### config.mk
export PLATFORM = sky130hd
export DESIGN_NAME = mac_array_ctrl
export DESIGN_NICKNAME = d
export VERILOG_FILES = /design/src/rtl/mac_array_ctrl.sv
export SDC_FILE = /design/constraint.sdc
export NUM_CORES = 1
export LEC_CHECK = 0
export ABC_AREA = 1
export ABC_CLOCK_PERIOD_IN_PS = 2600
export CORE_ASPECT_RATIO = 1.2
export CORE_MARGIN = 5
export CORE_UTILIZATION = 30
export DETAILED_ROUTE_END_ITERATION = 7
export HOLD_SLACK_MARGIN = 0.02
export PLACE_DENSITY = 0.64
export SLEW_MARGIN = 20
export SYNTH_ARGS = -nofsm -noshare
export SYNTH_HDL_FRONTEND = slang
export SYNTH_SLANG_ARGS = --single-unit
### constraint.sdc
create_clock -name clk -period 2.6 [get_ports clk]
set_clock_uncertainty 0.1 [all_clocks]
set_input_delay 0.52 -clock clk [delete_from_list [all_inputs] [get_ports clk]]
set_output_delay 0.52 -clock clk [all_outputs]
set_load 0.05 [all_outputs]
### src/rtl/mac_array_ctrl.sv
// ============================================================================
// Module   : mac_array_ctrl
// Purpose  : Tile-pass sequencer for the systolic MAC array. Each accepted
//            start runs a weight load, a short gap, an activation execute
//            phase and a drain. It drives the weight/activation SRAM read
//            strobes and addresses and a per-row 3-bit instruction bus that
//            is skewed by one cycle per row.
// Options  : MAC_CTRL_PERF_CNT_EN - when defined, perf_cnt counts EXEC
//            cycles (saturating); otherwise perf_cnt is tied to zero.
// Revision : 1.0 - initial release
// ============================================================================
`default_nettype none

module mac_array_ctrl #(
    parameter int ROW    = 8,
    parameter int COL    = 8,
    parameter int ADDR_W = 11,
    parameter int LEN_W  = 8
) (
    input  logic                 clk,
    input  logic                 reset,
    input  logic                 start,
    input  logic                 abort,
    input  logic [ADDR_W-1:0]    cfg_w_base,
    input  logic [ADDR_W-1:0]    cfg_a_base,
    input  logic [LEN_W-1:0]     cfg_a_len,
    output logic                 w_cen,
    output logic [ADDR_W-1:0]    w_addr,
    output logic                 a_cen,
    output logic [ADDR_W-1:0]    a_addr,
    output logic [3*ROW-1:0]     inst_row,
    output logic                 busy,
    output logic                 done,
    output logic [31:0]          perf_cnt
);

    // One phase counter serves LOAD, EXEC and DRAIN; size it for the longest.
    localparam int C_DRAIN_W = $clog2(ROW + COL + 1);
    localparam int CNT_W     = (LEN_W > C_DRAIN_W) ? LEN_W : C_DRAIN_W;

    localparam logic [2:0] S_IDLE  = 3'd0;
    localparam logic [2:0] S_LOAD  = 3'd1;
    localparam logic [2:0] S_GAP   = 3'd2;
    localparam logic [2:0] S_EXEC  = 3'd3;
    localparam logic [2:0] S_DRAIN = 3'd4;
    localparam logic [2:0] S_DONE  = 3'd5;

    logic [2:0]         r_state;
    logic [2:0]         w_state_nxt;
    logic [CNT_W-1:0]   r_cnt;
    logic [ADDR_W-1:0]  r_w_addr;
    logic [ADDR_W-1:0]  r_a_addr;
    logic [ADDR_W-1:0]  r_a_base;
    logic [LEN_W-1:0]   r_len;
    logic [2:0]         r_skew [ROW];

    logic               w_start_acc;
    logic               w_last_load;
    logic               w_last_exec;
    logic               w_last_drain;

    // A start only counts in IDLE and never in the same cycle as an abort.
    assign w_start_acc  = (r_state == S_IDLE) && start && !abort;
    assign w_last_load  = (r_cnt == CNT_W'(COL - 1));
    assign w_last_exec  = (r_cnt == (CNT_W'(r_len) - CNT_W'(1)));
    assign w_last_drain = (r_cnt == CNT_W'(ROW + COL - 1));

    // State register.
    always_ff @(posedge clk or negedge reset) begin
        if (!reset) begin
            r_state <= S_IDLE;
        end else begin
            r_state <= w_state_nxt;
        end
    end

    // Next-state logic; abort overrides every transition.
    always_comb begin
        w_state_nxt = r_state;
        if (abort) begin
            w_state_nxt = S_IDLE;
        end else begin
            case (r_state)
                S_IDLE:  if (start)        w_state_nxt = S_LOAD;
                S_LOAD:  if (w_last_load)  w_state_nxt = S_GAP;
                S_GAP:   w_state_nxt = (r_len == '0) ? S_DRAIN : S_EXEC;
                S_EXEC:  if (w_last_exec)  w_state_nxt = S_DRAIN;
                S_DRAIN: if (w_last_drain) w_state_nxt = S_DONE;
                S_DONE:  w_state_nxt = S_IDLE;
                default: w_state_nxt = S_IDLE;
            endcase
        end
    end

    // State-decoded outputs: strobes, busy and the done pulse.
    always_comb begin
        w_cen = 1'b1;
        a_cen = 1'b1;
        busy  = 1'b1;
        done  = 1'b0;
        case (r_state)
            S_IDLE:  busy  = 1'b0;
            S_LOAD:  w_cen = 1'b0;
            S_EXEC:  a_cen = 1'b0;
            S_DONE:  done  = 1'b1;
            default: ;
        endcase
    end

    // Phase counter restarts on every state change and idles at zero.
    always_ff @(posedge clk or negedge reset) begin
        if (!reset) begin
            r_cnt <= '0;
        end else if ((w_state_nxt != r_state) || (r_state == S_IDLE)) begin
            r_cnt <= '0;
        end else begin
            r_cnt <= r_cnt + CNT_W'(1);
        end
    end

    // Configuration capture; later cfg_* changes do not affect the pass.
    always_ff @(posedge clk or negedge reset) begin
        if (!reset) begin
            r_a_base <= '0;
            r_len    <= '0;
        end else if (w_start_acc) begin
            r_a_base <= cfg_a_base;
            r_len    <= cfg_a_len;
        end
    end

    // Weight address: loaded on start, stepped on every LOAD cycle (wraps).
    always_ff @(posedge clk or negedge reset) begin
        if (!reset) begin
            r_w_addr <= '0;
        end else if (w_start_acc) begin
            r_w_addr <= cfg_w_base;
        end else if (r_state == S_LOAD && !abort) begin
            r_w_addr <= r_w_addr + ADDR_W'(1);
        end
    end

    // Activation address: loaded in GAP, stepped on every EXEC cycle (wraps).
    always_ff @(posedge clk or negedge reset) begin
        if (!reset) begin
            r_a_addr <= '0;
        end else if (abort) begin
            r_a_addr <= r_a_addr;
        end else if (r_state == S_GAP) begin
            r_a_addr <= r_a_base;
        end else if (r_state == S_EXEC) begin
            r_a_addr <= r_a_addr + ADDR_W'(1);
        end
    end

    assign w_addr = r_w_addr;
    assign a_addr = r_a_addr;

    // Row 0 instruction lands one cycle after the SRAM strobe (read latency).
    always_ff @(posedge clk or negedge reset) begin
        if (!reset) begin
            r_skew[0] <= 3'b000;
        end else if (abort) begin
            r_skew[0] <= 3'b000;
        end else begin
            r_skew[0] <= {1'b0, (r_state == S_EXEC), (r_state == S_LOAD)};
        end
    end

    // Each further row sees the previous row's instruction one cycle later.
    generate
        for (genvar gr = 1; gr < ROW; gr++) begin : g_skew
            always_ff @(posedge clk or negedge reset) begin
                if (!reset) begin
                    r_skew[gr] <= 3'b000;
                end else if (abort) begin
                    r_skew[gr] <= 3'b000;
                end else begin
                    r_skew[gr] <= r_skew[gr-1];
                end
            end
        end
    endgenerate

    generate
        for (genvar go = 0; go < ROW; go++) begin : g_inst_out
            assign inst_row[3*go +: 3] = r_skew[go];
        end
    endgenerate

`ifdef MAC_CTRL_PERF_CNT_EN
    logic [31:0] r_perf;

    // Execute-cycle counter: saturates, cleared only by reset.
    always_ff @(posedge clk or negedge reset) begin
        if (!reset) begin
            r_perf <= '0;
        end else if ((r_state == S_EXEC) && (r_perf != 32'hFFFF_FFFF)) begin
            r_perf <= r_perf + 32'd1;
        end
    end

    assign perf_cnt = r_perf;
`else
    assign perf_cnt = 32'd0;
`endif

endmodule

`default_nettype wire

==> out/results.txt <==
The run finished with clean final reports. The first global-routing pass estimated 15.44 mm of wire. From synthesis to final layout, the design area changed by 29.85%. The area of the core region was 12610 µm². By startpoint and endpoint, the worst setup path is classified as reg -> out. The tools report the DRC violation count after routing as 0. Internal power comes to 0.002260 W.

The final clock period utilization by the worst path is 0.8706, and the number of global-route vias before repair is 3196. Counting every sink on the clock net gives 68. In this run the number of H-tree levels came out at 3. The number of buffers and inverters on the critical path is 1, and the total number of vias is 3213. Max-cap violations in this run came to 0.

The initial antenna violation count is 0, and the warning count from the yosys run is 0. Setup violations remaining at the end of the flow were counted as 0. The worst setup path is launched from a flip-flop. The most used flip-flop cell after synthesis is dfrtp_1. The count of buffers added on input and output ports is 75.

The utilization of the core after routing was 0.3953. The number of cells on the worst reg-to-reg path is 18. The net count of the finished layout is 618. Setup repair after global routing left no endpoint under its margin. Share of power burned in the clock network: 0.389.

The path class of the tightest hold or removal check is in -> async. The net switching power is 0.001138 W, and the number of nets still failing antenna checks after routing is 0. Summed over all failing endpoints, the final setup total negative slack is 0 ns. The instance count of the mapped netlist was 498; the critical path arrival was 1.64 ns.

In this design, the stage delay of the slowest critical-path cell is 0.85 ns. The largest total area in the synthesized netlist belongs to dfrtp_1. The part of the Yosys area used for sequential elements was 0.4431; the number of cells in the finished layout apart from fillers was 748. The tools report the data required time of the critical path as 1.98 ns. The total overflow left after global routing is 0. The placed instances occupy a cell area of 4662 µm². The critical path depth in cells works out to 1. The area share of the largest cell type after synthesis was 0.4431.

The post-synthesis simple-gate area fraction is 0.2441, and the I/O pin count is 116. After synthesis the cells add up to 3840 µm². The number of buffers inserted by post-CTS setup repair came out at 0.

The cell with the most instances after synthesis is nand2_1. The maximum fanout along the worst path was 6. Xor and xnor area share after synthesis: 0.02965.

The pin count of the biggest net entering global routing was 69. The first TritonRoute pass finished after 4 iterations. The total global-route track usage was 0.1266; the power density relative to cell area was 681.5 nW/µm².

The number of buffers on the longest clock path was 2; the post-synthesis compound-gate area fraction was 0.1030. The routed wire length per instance is 12.17 µm, and the global placement routability congestion is 0.8958. The HPWL after detailed placement is 6.950 mm. For the DRC violation total after the first TritonRoute iteration, the log shows 114. After synthesis, the largest family of logic cells by area is simple AND/OR/NAND/NOR gates. At the later pin of the worst-skew pair, clock insertion delay measures 0.33 ns. For the floorplan die area, the log shows 15170 µm².

The antenna diode instance count was 0; the number of library cell types mapped by synthesis was 34. Minimum clock period after layout: 2.263 ns. The critical path starts at a_addr[3]$_DFFE_PN0P_.

The worst hold margin was 0.09965 ns. By area the synthesized netlist is led by dfrtp_1, nand2_1, buf_4. The run gives 0.242 as the combinational group share of total power. Among all stages on the critical path, the largest delay is contributed by clkdlybuf4s50_1.

In this design, the largest share of critical-path delay is due to buffers and inverters. Gates resized during post-CTS repair numbered 0. For the power share of the sequential group, the log shows 0.368. The die is 113.3 µm wide.

IR analysis of the VDD net gives a maximum drop of 0.0003455 V. The fraction of final layout cells sized beyond drive strength 1 works out to 0.1079. The worst slew slack as a fraction of its limit was 0.6555. The buffer cell driving the clock tree root is clkbuf_16. Row generation in the floorplan step produced 45 rows.

The worst setup path is captured at a primary output. Including well taps, the total number of placed cells is 732. For the hold violation count in the final report, the log shows 0. The logs give 0 for the hold buffer count at CTS and 2.349 nW for the static power due to leakage.

Derived from the worst setup path, the maximum achievable clock frequency is 441.8 MHz. The die is 133.9 µm tall. The launch instance of the worst register-to-register path is r_len[0]$_DFFE_PN0P_. The adder and majority cell fraction of the synthesized area was 0.01629.

The flop and latch count out of synthesis is 68, and the number of buffers created by CTS is 9. The clock transition at the register clock pins on the worst setup and hold paths after CTS came out at 0.06 ns. The number of vias per cell after detailed routing came out at 4.295.

The fraction of power spent switching nets was 0.3350. The signal on the critical path passes through clkdlybuf4s50_1. The starting utilization of the core area came out at 0.3045. The fraction of synthesis flops using an asynchronous set or reset pin is 1.000, and the final cell area excluding filler cells is 4986 µm². TritonCTS built the clock tree.

The count of final max-slew check failures was 0; the sum of routed wire length over all layers was 9.105 mm. Counting instances in the post-synthesis netlist gives the leading cell types as nand2_1, dfrtp_1, inv_1. Yosys mapped a number of flops with a built-in enable equal to 0. For the pin with the worst max-slew slack, the measured transition is 0.5151 ns.

The share of synthesized area spent on multiplexers works out to 0. The average size of a mapped cell works out to 7.711 µm².
-- kinds of logic (layout without fill, tap and decap cells) --
group                      after synthesis  after routing
AOI/OAI and AO/OA                       73             73
xor gates and xnor gates                13             13
adders and majority gates                5              5
buffers and inverters                  124            171
DFF                                     68             68
other                                    1             40
and+or+nand+nor                        214            214
-- worst paths after layout --
check                                          end  slack, ns
max                                      a_addr[3]       0.34
min                         inst_row[22]$_DFF_PN0_        0.1
max reg2reg                     r_cnt[3]$_DFF_PN0_       0.39
min reg2reg                r_a_base[4]$_DFFE_PN0P_       0.37
max in group asynchronous   a_addr[10]$_DFFE_PN0P_       2.01
min in group clk           r_a_base[4]$_DFFE_PN0P_       0.37
-- power groups by stage --
stage | Combinational [W] | Sequential (W) | Clock [W]
global route | 0.000913 | 0.00127 | 0.00140
global placement | 0.000820 | 0.00127 | 0
finish | 0.000824 | 0.00125 | 0.00132
CTS | 0.000831 | 0.00125 | 0.00135
detailed placement | 0.000829 | 0.00127 | 0
floorplan | 0.000489 | 0.00139 | 0
-- placed cells by master (no fill, tap or decap), types with 8 or more instances in the layout --
cell and instances:
dfrtp_1 68, o21ai_0 32, nand2_1 111, nor2_2 12
nor2_1 48, clkdlybuf4s50_1 70, nor3_1 8, nand3_1 21
clkbuf_16 9, inv_1 59, xor2_1 9, a21oi_1 25
conb_1 40, inv_2 14
-- metrics by stage --
step	total power, W	setup WS [ns]
final	0.003398	0.3366
after detailed placement	0.002098	0.3512
after global routing	0.003586	0.04187
after floorplan	0.001881	0.3561
after CTS	0.003434	0.3376
after global placement	0.002088	0.4357
-- flip-flops by register name (all words and copies together), names as in the netlist --
name / flops
r_state: 3
inst_row: 16
w_addr: 11
r_a_base: 11
r_len: 8
a_addr: 11
r_cnt: 8
-- layout make-up --
class / instances / area [µm²]
multi-input combinational: 345 / 1659
clock buffer: 9 / 225.2
timing repair buffer: 81 / 818.3
tap: 164 / 205.2
fill: 1301 / 7626
clock inverter: 7 / 98.84
inverter: 74 / 277.8
sequential: 68 / 1702
-- layer usage --
| layer | share of wire | routed length [µm] | up-vias | global-route usage |
|---|---|---|---|---|
| met5 | 0 | 0 | - | 0 |
| met4 | 0.017 | 152 | 0 | 0.04676 |
| met3 | 0.048 | 436 | 12 | 0.03204 |
| met2 | 0.50 | 4598 | 70 | 0.2181 |
| met1 | 0.43 | 3918 | 1494 | 0.1520 |
| li1 | - | - | 1637 | - |
Note: power is estimated with default switching activity, not from simulation.
